File: src/rtl/prog_loader_pkg.sv
// Shared types and helpers for the byte-serial program loader.
// Holds the loader FSM state encoding and word-packing constants.
package prog_loader_pkg;

  typedef enum logic [2:0] {
    S_IDLE  = 3'd0,
    S_LOAD  = 3'd1,
    S_WRITE = 3'd2,
    S_DONE  = 3'd3,
    S_ERR   = 3'd4
  } loader_state_t;

  localparam int BYTES_PER_WORD = 4;
  localparam int BYTE_IDX_W     = 2;

  function automatic logic is_busy(input loader_state_t s);
    return (s == S_LOAD) || (s == S_WRITE);
  endfunction

endpackage

File: src/rtl/prog_loader_if.sv
// Byte-stream input and instruction-memory write port of the program loader.
// Byte handshake: a byte transfers on a rising edge where byte_valid && byte_ready;
// byte_last qualifies byte_valid; the source may drop byte_valid freely between bytes.
interface prog_loader_if #(
  parameter int XLEN        = 32,
  parameter int INSTR_MEM_W = 10
);

  logic                   byte_valid;
  logic [7:0]             byte_data;
  logic                   byte_last;
  logic                   byte_ready;
  logic                   mem_wen;
  logic [INSTR_MEM_W-1:0] mem_waddr;
  logic [XLEN-1:0]        mem_wdata;

  modport master (
    output byte_valid, byte_data, byte_last,
    input  byte_ready, mem_wen, mem_waddr, mem_wdata
  );

  modport slave (
    input  byte_valid, byte_data, byte_last,
    output byte_ready, mem_wen, mem_waddr, mem_wdata
  );

endinterface

File: src/rtl/prog_loader.sv
// Packs little-endian bytes into 32-bit words, writes them from address 0 upward,
// and holds the core in reset until the whole program has been written.
module prog_loader
  import prog_loader_pkg::*;
#(
  parameter int XLEN        = 32,
  parameter int INSTR_MEM_W = 10
) (
  input  logic                   clk,
  input  logic                   rst,
  input  logic                   start,
  prog_loader_if.slave           bus,
  output logic                   core_rst_n,
  output logic                   busy,
  output logic                   done,
  output logic                   err,
  output logic [INSTR_MEM_W-2:0] n_words,
  output loader_state_t          o_dbg_state
);

  localparam int NW = INSTR_MEM_W - 1;
  localparam logic [NW-1:0]          MAX_WORDS = {1'b1, {(INSTR_MEM_W-2){1'b0}}};
  localparam logic [NW-1:0]          ONE_WORD  = {{(INSTR_MEM_W-2){1'b0}}, 1'b1};
  localparam logic [INSTR_MEM_W-1:0] TOP_ADDR  = {{(INSTR_MEM_W-2){1'b1}}, 2'b00};
  localparam logic [INSTR_MEM_W-1:0] ADDR_STEP = {{(INSTR_MEM_W-3){1'b0}}, 3'b100};

  loader_state_t          r_state;
  logic [BYTE_IDX_W-1:0]  r_k;
  logic [INSTR_MEM_W-1:0] r_addr;
  logic [XLEN-1:0]        r_word;
  logic [NW-1:0]          r_nwords;
  logic                   r_last;

  logic w_full;
  assign w_full = (r_nwords == MAX_WORDS);

  always_ff @(posedge clk or posedge rst) begin
    if (rst) begin
      r_state  <= S_IDLE;
      r_k      <= '0;
      r_addr   <= '0;
      r_word   <= '0;
      r_nwords <= '0;
      r_last   <= 1'b0;
    end else begin
      case (r_state)
        S_IDLE, S_DONE, S_ERR: begin
          if (start) begin
            r_state  <= S_LOAD;
            r_k      <= '0;
            r_addr   <= '0;
            r_nwords <= '0;
            r_last   <= 1'b0;
          end
        end
        S_LOAD: begin
          if (bus.byte_valid) begin
            // Memory already full: any further byte is an overflow, never stored.
            if (w_full) begin
              r_state <= S_ERR;
            end else begin
              r_word[{r_k, 3'b000} +: 8] <= bus.byte_data;
              r_k    <= r_k + 2'd1;
              r_last <= bus.byte_last;
              if (r_k == 2'd3)         r_state <= S_WRITE;
              else if (bus.byte_last) r_state <= S_ERR;
            end
          end
        end
        S_WRITE: begin
          r_k      <= '0;
          r_nwords <= r_nwords + ONE_WORD;
          if (r_addr != TOP_ADDR) r_addr <= r_addr + ADDR_STEP;
          r_state  <= r_last ? S_DONE : S_LOAD;
        end
        default: r_state <= S_IDLE;
      endcase
    end
  end

  // Every output is a decode of the state or a register; no input reaches an output combinationally.
  assign bus.byte_ready = (r_state == S_LOAD);
  assign bus.mem_wen    = (r_state == S_WRITE);
  assign bus.mem_waddr  = r_addr;
  assign bus.mem_wdata  = r_word;
  assign core_rst_n     = (r_state == S_DONE);
  assign busy           = is_busy(r_state);
  assign done           = (r_state == S_DONE);
  assign err            = (r_state == S_ERR);
  assign n_words        = r_nwords;
  assign o_dbg_state    = r_state;

  a_waddr_aligned : assert property (@(posedge clk) disable iff (rst) r_addr[1:0] == 2'b00);

endmodule

File: src/flat_wrapper.sv
// flat-port wrapper written by rule: the top's interface ports become plain ports
module prog_loader_flat import prog_loader_pkg::*;
#(
  parameter int XLEN        = 32,
  parameter int INSTR_MEM_W = 10
)
  (clk, rst, start, core_rst_n, busy, done, err, n_words, o_dbg_state, bus_byte_valid, bus_byte_data, bus_byte_last, bus_byte_ready, bus_mem_wen, bus_mem_waddr, bus_mem_wdata);
  prog_loader_if #(.XLEN(XLEN), .INSTR_MEM_W(INSTR_MEM_W)) bus_i ();
  input  logic clk;
  input  logic rst;
  input  logic start;
  output logic core_rst_n;
  output logic busy;
  output logic done;
  output logic err;
  output logic [INSTR_MEM_W-2:0] n_words;
  output loader_state_t o_dbg_state;
  input wire logic [$bits(bus_i.byte_valid)-1:0] bus_byte_valid;
  input wire logic [$bits(bus_i.byte_data)-1:0] bus_byte_data;
  input wire logic [$bits(bus_i.byte_last)-1:0] bus_byte_last;
  output wire logic [$bits(bus_i.byte_ready)-1:0] bus_byte_ready;
  output wire logic [$bits(bus_i.mem_wen)-1:0] bus_mem_wen;
  output wire logic [$bits(bus_i.mem_waddr)-1:0] bus_mem_waddr;
  output wire logic [$bits(bus_i.mem_wdata)-1:0] bus_mem_wdata;
  assign bus_i.byte_valid = bus_byte_valid;
  assign bus_i.byte_data = bus_byte_data;
  assign bus_i.byte_last = bus_byte_last;
  assign bus_byte_ready = bus_i.byte_ready;
  assign bus_mem_wen = bus_i.mem_wen;
  assign bus_mem_waddr = bus_i.mem_waddr;
  assign bus_mem_wdata = bus_i.mem_wdata;
  prog_loader #(.XLEN(XLEN), .INSTR_MEM_W(INSTR_MEM_W)) u_core (.clk(clk), .rst(rst), .start(start), .bus(bus_i), .core_rst_n(core_rst_n), .busy(busy), .done(done), .err(err), .n_words(n_words), .o_dbg_state(o_dbg_state));
endmodule
File: config.mk
export PLATFORM = sky130hd
export DESIGN_NAME = prog_loader_flat
export DESIGN_NICKNAME = d
export VERILOG_FILES = /design/src/rtl/prog_loader_pkg.sv /design/src/rtl/prog_loader_if.sv /design/src/rtl/prog_loader.sv /design/src/flat_wrapper.sv
export SDC_FILE = /design/constraint.sdc
export NUM_CORES = 1
export LEC_CHECK = 0
export BUFFER_PORTS_ARGS = -buffer_cell sky130_fd_sc_hd__buf_2
export CORE_ASPECT_RATIO = 1.25
export CORE_MARGIN = 4
export CORE_UTILIZATION = 30
export DETAILED_ROUTE_END_ITERATION = 6
export MAX_ROUTING_LAYER = met4
export PLACE_DENSITY = 0.55
export SKIP_LAST_GASP = 1
export SLEW_MARGIN = 10
export SYNTH_ARGS = -nofsm -noshare
export SYNTH_HDL_FRONTEND = slang
export SYNTH_SLANG_ARGS = --single-unit
File: constraint.sdc
create_clock -name clk -period 1.95 [get_ports clk]
set_input_delay 0.39 -clock clk [delete_from_list [all_inputs] [get_ports clk]]
set_output_delay 0.39 -clock clk [all_outputs]
set_load 0.1 [all_outputs]
==> results of run 1 <==
-- how the worst max path moves through the flow --
stage / endpoint / depth (start not counted) / slack, ps
finish: bus_mem_wen / 3 / 40
global route: bus_mem_wen / 3 / -10
CTS: bus_mem_wen / 3 / -5
detailed placement: u_core.bus.mem_wdata[12] / 4 / 100
global placement: u_core.bus.mem_waddr[7] / 5 / 100
floorplan: bus_byte_ready / 4 / -160
-- cells by family (layout without fill, tap and decap cells) --
| logic type | after synthesis | after routing | synth area share |
|---|---|---|---|
| AOI/OAI and AO/OA | 77 | 77 | 0.168 |
| xor gates and xnor gates | 2 | 2 | 0.00634 |
| adders and majority gates | 8 | 8 | 0.0362 |
| buffers and inverters | 29 | 112 | 0.0484 |
| DFF | 55 | 55 | 0.498 |
| muxes | 4 | 4 | 0.0145 |
| other | 1 | 2 | 0.00136 |
| and+or+nand+nor | 130 | 130 | 0.228 |
-- area by class of cell --
class | instances | area share
inverters | 12 | 0.0139
well taps | 120 | 0.0406
multi-input cells | 223 | 0.365
flip-flops and latches | 55 | 0.379
clock inverters | 3 | 0.0125
repair buffers | 92 | 0.171
clock buffers | 5 | 0.0186
-- stage by stage --
stage | utilization | area [um2] | hold slack [ps]
after floorplan | - | 3000 | 460
after global placement | 0.397 | 3510 | 455
after detailed placement | 0.397 | 3510 | 465
after CTS | 0.412 | 3650 | 121
after global routing | 0.418 | 3700 | 129
final | 0.418 | 3700 | 119
-- worst register-to-register path, delay by kind of cell, from the launching register on --
family,cells,cell delay [ps]
compound gates,2,530
buf+inv,1,200
flops,1,410
simple gates,1,570
-- what timing repair did --
action | in CTS | in global routing
pin swaps | 2 | 2
endpoints found under the setup margin | 3 | 5
gates resized for setup | 1 | 2
setup buffers | 2 | 4
cloned | 0 | 0
-- per-layer routing --
layer	up-vias	share of wire
met4	0	0.0077
met1	1108	0.45
met2	57	0.49
met3	5	0.048
li1	1212	-
met5	-	0
-- cell usage after synthesis (2+ instances only) --
cell type / number
a211o_1: 2
a21oi_1: 12
a31oi_1: 2
and3_1: 3
buf_2: 8
buf_4: 4
clkbuf_1: 5
dfrtp_1: 55
ha_1: 8
inv_1: 12
mux2i_1: 4
nand2_1: 78
nand2b_1: 2
nand3_1: 8
nand4_1: 3
nor2_1: 9
nor2b_1: 2
nor3_1: 3
nor3b_1: 3
nor4_1: 2
o211ai_2: 4
o21ai_0: 42
o21ai_1: 2
o31ai_1: 5
or2_2: 2
or3_1: 2
or4_1: 3
xor2_1: 2
-- registers in the layout (all words and copies together) (netlist names) --
register / flops
u_core.bus.mem_waddr: 8
u_core.bus.mem_wdata: 32
u_core.n_words: 9
u_core.o_dbg_state: 3
u_core.r_k: 2
u_core.r_last: 1
-- power by group --
part	internal (mW)	switching [mW]
Combinational	0.744	2.37
Clock	0.387	0.390
Sequential	1.34	0.125
Total	2.48	2.89
==> results list, run 1 <==
- Flip-flop and latch count after synthesis: 55
- Of the cells placed in the final design, the portion with a size suffix greater than 1 is 0.362.
- dfrtp_1 takes more of the synthesized area than any other cell.
* Largest fanout on the critical path: 5
* Tot Pwr: between 5 and 6 mW
- In the layout the commonest cells are nand2_1 (77), buf_2 (64), o21ai_0 (41), dfrtp_1 (36), buf_4 (20).
* Detailed-routing iteration count for the pre-antenna-repair pass: 4
- The number of buffers and inverters on the critical path is 2.
* Data arrival time of the critical path: 1520 ps
* Clock tree from TritonCTS: done
- The final layout contains routed wiring with a total length of approximately 7 mm.
* Slowest CP cell: or3b_4
* Row Count: 38
- Count of placed standard cells including taps: 496
* Worst-Skew Late Latency: 310 ps
* Avg Synthesized Cell Area: 9.04 um2
- Relative area change from synthesis to final layout: 33.7%
- Worst-path clk slew: 100 ps
- Critical path required time: 1560 ps
- Hold buffer count at CTS: 0
- Leading post-synthesis cells by cell area: dfrtp_1 (50%), nand2_1 (11%), o21ai_0 (7.6%), ha_1 (3.6%), a21oi_1 (2.2%)
- Setup slack on the worst reg-to-reg path comes out at 110 ps.
- Critical Path Source Type: flop
- GR Layer Usage met2: 0.231
* Global-route layer with the greatest usage: met2
* Count of cells along the worst register-to-register path: 4
- For this run, the leading register cell type out of synthesis is dfrtp_1.
* Max_slew headroom: 0.632
- In this design, the stage delay of the slowest critical-path cell is 480 ps.
* Final setup TNS: 0 ps
* Number of enable-type register cells in the synthesized netlist: 0
- Setup slack after placement: 103 ps
- The total area inside the core boundary comes to between 0.008 and 0.009 mm2.
- CTS sink cnt: 55
- In this run the horizontal extent of the chip is 93.9 um.
* DRC violations left: 0
* Skew final: 6.81 ps
- Of the post-synthesis cell area, the dominant cell type holds 0.498.
* Count of warnings emitted by yosys: 0
- Commonest non-fill, non-tap cell in the layout: nand2_1
* # fillers: 937
- For met3 alone, demand over resource in global routing was 0.0242.
- Area of the die: 0.0108 mm2
* Storage cell area: 0.00140 mm2
- For this run, asynchronously set or reset flops after synthesis account for 1.00.
- The repair_antennas step left the layout with diodes totalling 0.
- The number of global-route vias before repair is 2238.
* Crit Path Class: reg -> out
* Result of the run: finished, final reports clean
- Grouping stages by cell kind, the critical path spends the most delay in simple AND/OR/NAND/NOR gates.
- At the pin with the least slew margin, the transition time is 552 ps.
* Wire length of the first global-routing pass: 11.4 mm
* CP Launch Point: u_core.o_dbg_state[0]
* All-Layer GR Usage: 0.137
* Highest achievable clock rate: 523 MHz
- Total count of max-transition violations in the final report: 0
- Final #Nets: between 400 and 500
- Number of placed I/O pins: 73
- DRT antenna net count: 0
- Vias: ~2400
- Post-detailed-route wirelength per cell: 14.0 um
- Final std cells w/o fill: 510
- The tool flagged a number of max-cap violations equal to 0.
- Setup repair after global routing could not meet its margin everywhere.
* Combined area of the multi-input logic cells: approximately 0.0013 mm2
- Port buffering added 70 buffers.
* Fraction of the yosys area taken by sequential cells: 0.498
* Final worst-path cycle share: 0.980
- Min-Delay Path Class: in -> async
- The clock passes through at most 2 buffers.
* Drt via density: 4.67
* GRT met1 Usage: 0.173
- Crit path cell chain: or3b_4 -> inv_4 -> buf_12
- Die height: between 100 and 150 um
- Critical Path Sink Type: output port
* Initial Util: 0.313
- The HPWL after detailed placement is 5.42 mm.
* Pwr dens: 1450 mW/mm2
* Area of the mapped netlist: between 0.002 and 0.003 mm2
- The worst register-to-register path begins at u_core.n_words[2].
* Reg2reg end: u_core.bus.mem_wdata[21]
* Final setup margin: just under 40 ps
* Number of antenna violations at the first check in global routing: 0
* Tmin final: 1910 ps
- Setup violation total in the final timing report: 0
* Unique cell type count in the Yosys netlist: between 40 and 50
* Largest net degree at the start of global routing: 56
- CTS built an H-tree with a depth of 2.
* Root buf cell: clkbuf_8
* Worst voltage drop across the vdd grid: 0.908 mV
- The first routing iteration left 36 violations.
* Number of buffers added by the clock tree synthesis step: 5
- In this run the static leakage power is 1.75 nW.
* Total congestion overflow after global routing: 0
- Number of hold violations in the final report: 0
- Synth Instances: 306
- Weighted congestion reported at the end of routability-driven placement: 0.829
No activity file was read; power rests on OpenSTA's default activity.
==> inputs of run 2 (changes only) <==
- CORE_UTILIZATION: 30 -> 40
- PLACE_DENSITY: 0.55 -> 0.68
==> run 2 against run 1 <==
Against the previous run:
- the run now ends with negative setup slack left
- sequential power about the same
- flip-flop and latch count stayed put
- count of clock-buffer cells in the layout up 1
- critical endpoint is now bus_byte_ready
- largest cell class unchanged
- largest power group unchanged
==> results list, run 2 (synthesized netlist as in run 1, its figures left out) <==
- The final layout contains approximately 420 nets.
* Worst-Skew Late Latency: approximately 310 ps
- Number of placed I/O pins: 73
- Iteration-0 DRC count of the detailed router: about 120
- Entering global routing, the biggest net connects 56 pins.
- After detailed routing, the average wire length per cell comes to 14.7 um.
* Crit Path Class: reg -> out
* Skew final: 7.73 ps
* Total half-perimeter wirelength after legalization and detailed placement: 5.14 mm
* Overall die width: 82.4 um
- The tree built by TritonCTS fans out to 55 sinks.
- The number of antenna diodes in the final layout is 0.
- Total power for the finished layout comes to 5.40 mW.
* Setup slack after placement: slightly below 90 ps
* Highest achievable clock rate: 507 MHz
- Across the run, the number of max-cap violations was 0.
- Result of the run: finished, violations left
* DRT antenna net count: 0
* Combined area of the multi-input logic cells: 0.00136 mm2
* Tmin final: 1970 ps
- Summed over all cells, the static leakage comes to 1.80 nW.
- For this configuration, the core starts out at a cell density of 0.416.
- Number of levels the H-tree was split into: 2
* Setup repair after global routing missed its margin: yes
* Failing checks: negative setup slack
- Weighted congestion reported at the end of routability-driven placement: 0.812
- Across the VDD grid, the largest voltage drop is 0.902 mV.
- The initial antenna violation count is 0.
- Counting along the longest clock path gives a buffer depth of 2.
- The number of global-route vias before repair came to 2342.
- The register with the most flip-flops in the layout has 32 of them.
- After clock tree synthesis, the clock-pin slew on the worst setup and hold paths is 100 ps.
- Critical Path Source Type: flop
- The first detailed-routing pass ran for 4 iterations.
* Total congestion overflow after global routing: 0
- Critical path required time: between 1500 and 2000 ps
- Die height: just over 100 um
- The number of max-slew violations in the final report was 0.
- TritonCTS created 5 clock buffers.
- In the finished design, the share of the clock period the worst path needs comes to 1.01.
- In this run, placement finished with an instance count of 467.
- The floorplan has 33 rows.
- Relative area change from synthesis to final layout: 35.2%
- Setup violation total in the final timing report: 1
- Area of the core: between 0.006 and 0.007 mm2
* Final std cells w/o fill: 486
* Storage cell area: 0.00140 mm2
* Min-Delay Path Class: in -> async
* Final setup margin: -21.7 ps
- DRC violations left: 0
- Root buf cell: clkbuf_8
- Final non-filler cell area: 0.00374 mm2
- Power spread over the standard cell area amounts to 1440 mW/mm2.
- Number of hold violations in the final report: 0
- The layout has 606 filler cells.
* Wire length of the first global-routing pass: 11.6 mm
- Commonest non-fill, non-tap cell in the layout: nand2_1
* Post-Place Cell Area: 0.00350 mm2
* Drt via density: 5.13
- Vias: roughly 2500
* Port Buffer Count: 70
- Data arrival time of the critical path: between 1500 and 2000 ps
- Commonest cells after routing, fill and taps aside: nand2_1 (77), buf_2 (64), o21ai_0 (41), dfrtp_1 (36), buf_4 (24)
* Area of the die: slightly above 0.008 mm2
* Final setup TNS: -21.7 ps
- Critical Path Sink Type: output port
- Of all nets on the critical path, the largest fanout is 3.
- Summed over all layers, the routed wires come to 7.12 mm.
* Ratio of cells with drive above 1 in the final layout: 0.371
* Clock tree from TritonCTS: done
* All-Layer GR Usage: 0.183
## run 2: through the flow
stage / hold slack, ps / util
3_5_place_dp: 465 / 0.527
5_1_grt: 135 / 0.563
6_report: 121 / 0.563
3_3_place_gp: 458 / 0.527
4_1_cts: 123 / 0.556
2_1_floorplan: 460 / -
## run 2: what timing repair did
item                                    in CTS  in global routing
pin swaps                                    2                  3
gates cloned                                 0                  1
hold buffers                                 0                  0
resized for setup                            6                  2
endpoints found under the setup margin       4                  9
setup buffers                                8                  2
## run 2: power breakdown
| group | internal [mW] | switching [mW] | total, mW |
|---|---|---|---|
| clock network | 0.383 | 0.367 | 0.750 |
| logic | 0.787 | 2.40 | 3.19 |
| registers | 1.34 | 0.116 | 1.46 |
| total | 2.51 | 2.89 | 5.40 |
## run 2: metal layers
layer  wire length [um]  up-vias  track usage
met5                  0        -            -
met4                125        0       0.0460
met3                397       15       0.0286
met2               3770       86        0.310
met1               2830     1151        0.224
li1                   -     1239            -
## run 2: worst max-delay path, stage by stage (launching register included)
cell and delay, ps:
dfrtp_2 440, buf_6 130, or3_4 420, clkinvlp_4 120, buf_12 170
## run 2: layout make-up
| type | instances | area share |
|---|---|---|
| well taps | 87 | 0.0291 |
| repair buffers | 100 | 0.190 |
| multi-input cells | 224 | 0.363 |
| flip-flops and latches | 55 | 0.374 |
| inverters | 12 | 0.0144 |
| clock buffers | 6 | 0.0194 |
| clock inverters | 2 | 0.0100 |
## run 2: worst paths after layout
| path | startpoint | end | slack (ps) | cells after the start |
|---|---|---|---|---|
| setup / recovery | u_core.o_dbg_state[2] | bus_byte_ready | -20 | 4 |
| hold / removal | rst | u_core.bus.mem_wdata[31] | 120 | 3 |
| setup reg to reg | u_core.o_dbg_state[0] | u_core.bus.mem_waddr[9] | 50 | 6 |
| hold reg to reg | u_core.bus.mem_wdata[17] | u_core.bus.mem_wdata[17] | 480 | 2 |
| max in group asynchronous | rst | u_core.n_words[5] | 1580 | 3 |
| min in group clk | bus_byte_data[3] | u_core.bus.mem_wdata[27] | 350 | 3 |
==> inputs of run 3 (changes only) <==
- MAX_ROUTING_LAYER: met4 -> unset
==> run 3 against run 2 <==
Against the previous run:
- the run still ends with negative setup slack left
- die area stayed put
- first-iteration DRC count shrank 10%
- flip-flop and latch count unchanged
- sequential power is essentially flat
- count of clock-buffer cells in the layout unchanged
- power up 0.44%
- largest power group unchanged
- highest routed layer unchanged
==> results list, run 3 (synthesized netlist as in run 1, its figures left out) <==
* Data arrival time of the critical path: 1590 ps
* Detailed-routing iteration count for the pre-antenna-repair pass: 4
- Across the run, the number of max-cap violations was 0.
- Sw Ratio: 0.534
- STA classifies the critical path endpoint as an output port.
- Relative area change from synthesis to final layout: 36.1%
- The detailed router finished its first iteration with 107 violations.
- Vias: approximately 2500
- Buffers inserted during clock tree synthesis total 5.
* Area of the die: 0.00832 mm2
- Largest net degree at the start of global routing: 56
- The analysis attributes to cell leakage a power of 1.80 nW.
- The floorplan step set the die width to 82.4 um.
- CTS sink cnt: 55
* Pwr dens: between 1000 and 1500 mW/mm2
- Following the worst setup path forward leads to its endpoint at bus_byte_ready.
- CP Launch Point: u_core.o_dbg_state[2]
- In this run the remaining antenna-violating nets after routing total 0.
* Row Count: 33
* Min-Delay Path Class: in -> async
- Number of placed I/O pins: 73
- Clock network fraction of design power: 0.140
- The register with the most flip-flops in the layout has 32 of them.
- VDD sags by at most 0.905 mV.
* Critical path's largest stage delay: 440 ps
* Clock tree from TritonCTS: done
* Area of the core: 0.00665 mm2
- Final hold slack: 119 ps
- Weighted congestion reported at the end of routability-driven placement: 0.800
- The initial antenna violation count is 0.
* Total congestion overflow after global routing: 0
- The library cell used most frequently in the layout, excluding fill and tap cells, is nand2_1.
* Tmin final: 1980 ps
- Hold buffer count at CTS: 0
* Switch Pwr: 2.90 mW
* Initial Util: 0.416
- Crit path cell chain: buf_6 -> or3_4 -> clkinvlp_4 -> buf_12
* All-Layer GR Usage: 0.178
- Fraction of power consumed by combinational cells: 0.591
- Number of levels the H-tree was split into: 2
* Wire length reported by the detailed router: a little over 7 mm
* Ratio of cells with drive above 1 in the final layout: 0.376
* DRC violations left: 0
- During placement, the flow inserted port buffers numbering 70.
* Commonest cells after routing, fill and taps aside: nand2_1 (77), buf_2 (64), o21ai_0 (41), dfrtp_1 (36), buf_4 (23)
- After detailed routing, the average wire length per cell comes to 14.7 um.
- After the last flow step, the layout net total stands at about 420.
- The first global-routing pass estimated 11.6 mm of wire.
- Final worst-path cycle share: 1.02
- Reg2reg end: u_core.bus.mem_waddr[9]
* Setup repair after global routing missed its margin: yes
- Setup violation total in the final timing report: 2
* Worst R2R Setup Slack: 60 ps
- Final setup margin: -29.9 ps
* Clock tree buffer depth: 2
- The layout has 602 filler cells.
- Adding up every negative setup slack in the final design gives -32.4 ps.
* Crit Path Class: reg -> out
- At the worst endpoint, the required time is 1560 ps.
- Result of the run: finished, violations left
- Share of total power in sequential cells: 0.269
- 0 antenna diodes ended up in the layout.
* Number of hold violations in the final report: 0
- Failing checks: negative setup slack
- For the worst flop-to-flop path, the logic depth is 6.
- Worst-path clk slew: 100 ps
- In this run the worst path has a maximum fanout of 3.
- Once detailed placement completed, the half-perimeter wirelength came to 5.14 mm.
- Die height: 101 um
* Skew final: 11.4 ps
* Root buf cell: clkbuf_8
- The number of max-slew violations in the final report was 0.
* Worst-Skew Late Latency: 310 ps
- The worst register-to-register path begins at u_core.o_dbg_state[0].
- The internal portion of the total power is 2.53 mW.
- Based on the critical path, the design can be clocked at up to 505 MHz.
- Slowest CP cell: dfrtp_2
- Drt via density: 5.15
- STA classifies the critical path startpoint as a flop.
- Number of global-route vias before repair: approximately 2300
run 3: cell counts in the layout (fill, tap and decap cells not counted):
Identical to the previous run, type by type.
run 3: how the worst min path moves through the flow:
stage	to	cells past startpoint
global placement	u_core.bus.mem_wdata[23]	2
floorplan	u_core.o_dbg_state[1]	2
detailed placement	u_core.bus.mem_wdata[30]	3
finish	u_core.bus.mem_wdata[31]	3
global route	u_core.bus.mem_wdata[29]	3
CTS	u_core.bus.mem_wdata[30]	3
run 3: critical path, delay by kind of cell (launching register included):
family        cells  cell delay, ps
buf+inv           3             420
flops             1             440
simple gates      1             420
run 3: what timing repair did:
| action | CTS | global route |
|---|---|---|
| cloned | 0 | 1 |
| buffers inserted | 8 | 3 |
| pin swaps | 2 | 5 |
| gates resized for setup | 6 | 6 |
| endpoints found under the setup margin | 4 | 9 |
run 3: through the flow:
stage / instances / setup WS, ps / power, mW / util / instance area [um2]
floorplan: 307 / -163 / 3.95 / - / 3000
global placement: 467 / 142 / 4.54 / 0.527 / 3500
detailed placement: 467 / 87.3 / 4.58 / 0.527 / 3500
CTS: 483 / -16.5 / 5.43 / 0.556 / 3690
global route: 486 / -69.0 / 5.71 / 0.566 / 3760
finish: 486 / -29.9 / 5.42 / 0.566 / 3760
run 3: power groups by stage:
| stage | clock [mW] | sequential [mW] | combinational, mW |
|---|---|---|---|
| after CTS | 0.780 | 1.46 | 3.19 |
| after global routing | 0.823 | 1.49 | 3.40 |
| after detailed placement | 0 | 1.48 | 3.10 |
| after floorplan | 0 | 2.74 | 1.20 |
| after global placement | 0 | 1.47 | 3.07 |
| final | 0.757 | 1.46 | 3.21 |
run 3: cell type report:
class                      instances  area (um2)  share of cell area
clock buffer                       6        72.6              0.0193
clock inverter                     2        37.5             0.00997
inverter                          12        53.8              0.0143
multi-input combinational        224        1380               0.366
sequential                        55        1400               0.372
tap                               87         109              0.0289
timing repair buffer             100         713               0.189
run 3: layer usage:
metal,GRT usage,routed length [um],part of all wire
met1,0.223,2800,0.39
met2,0.312,3830,0.54
met3,0.0331,407,0.057
met4,0.0435,103,0.014
met5,0,0,0
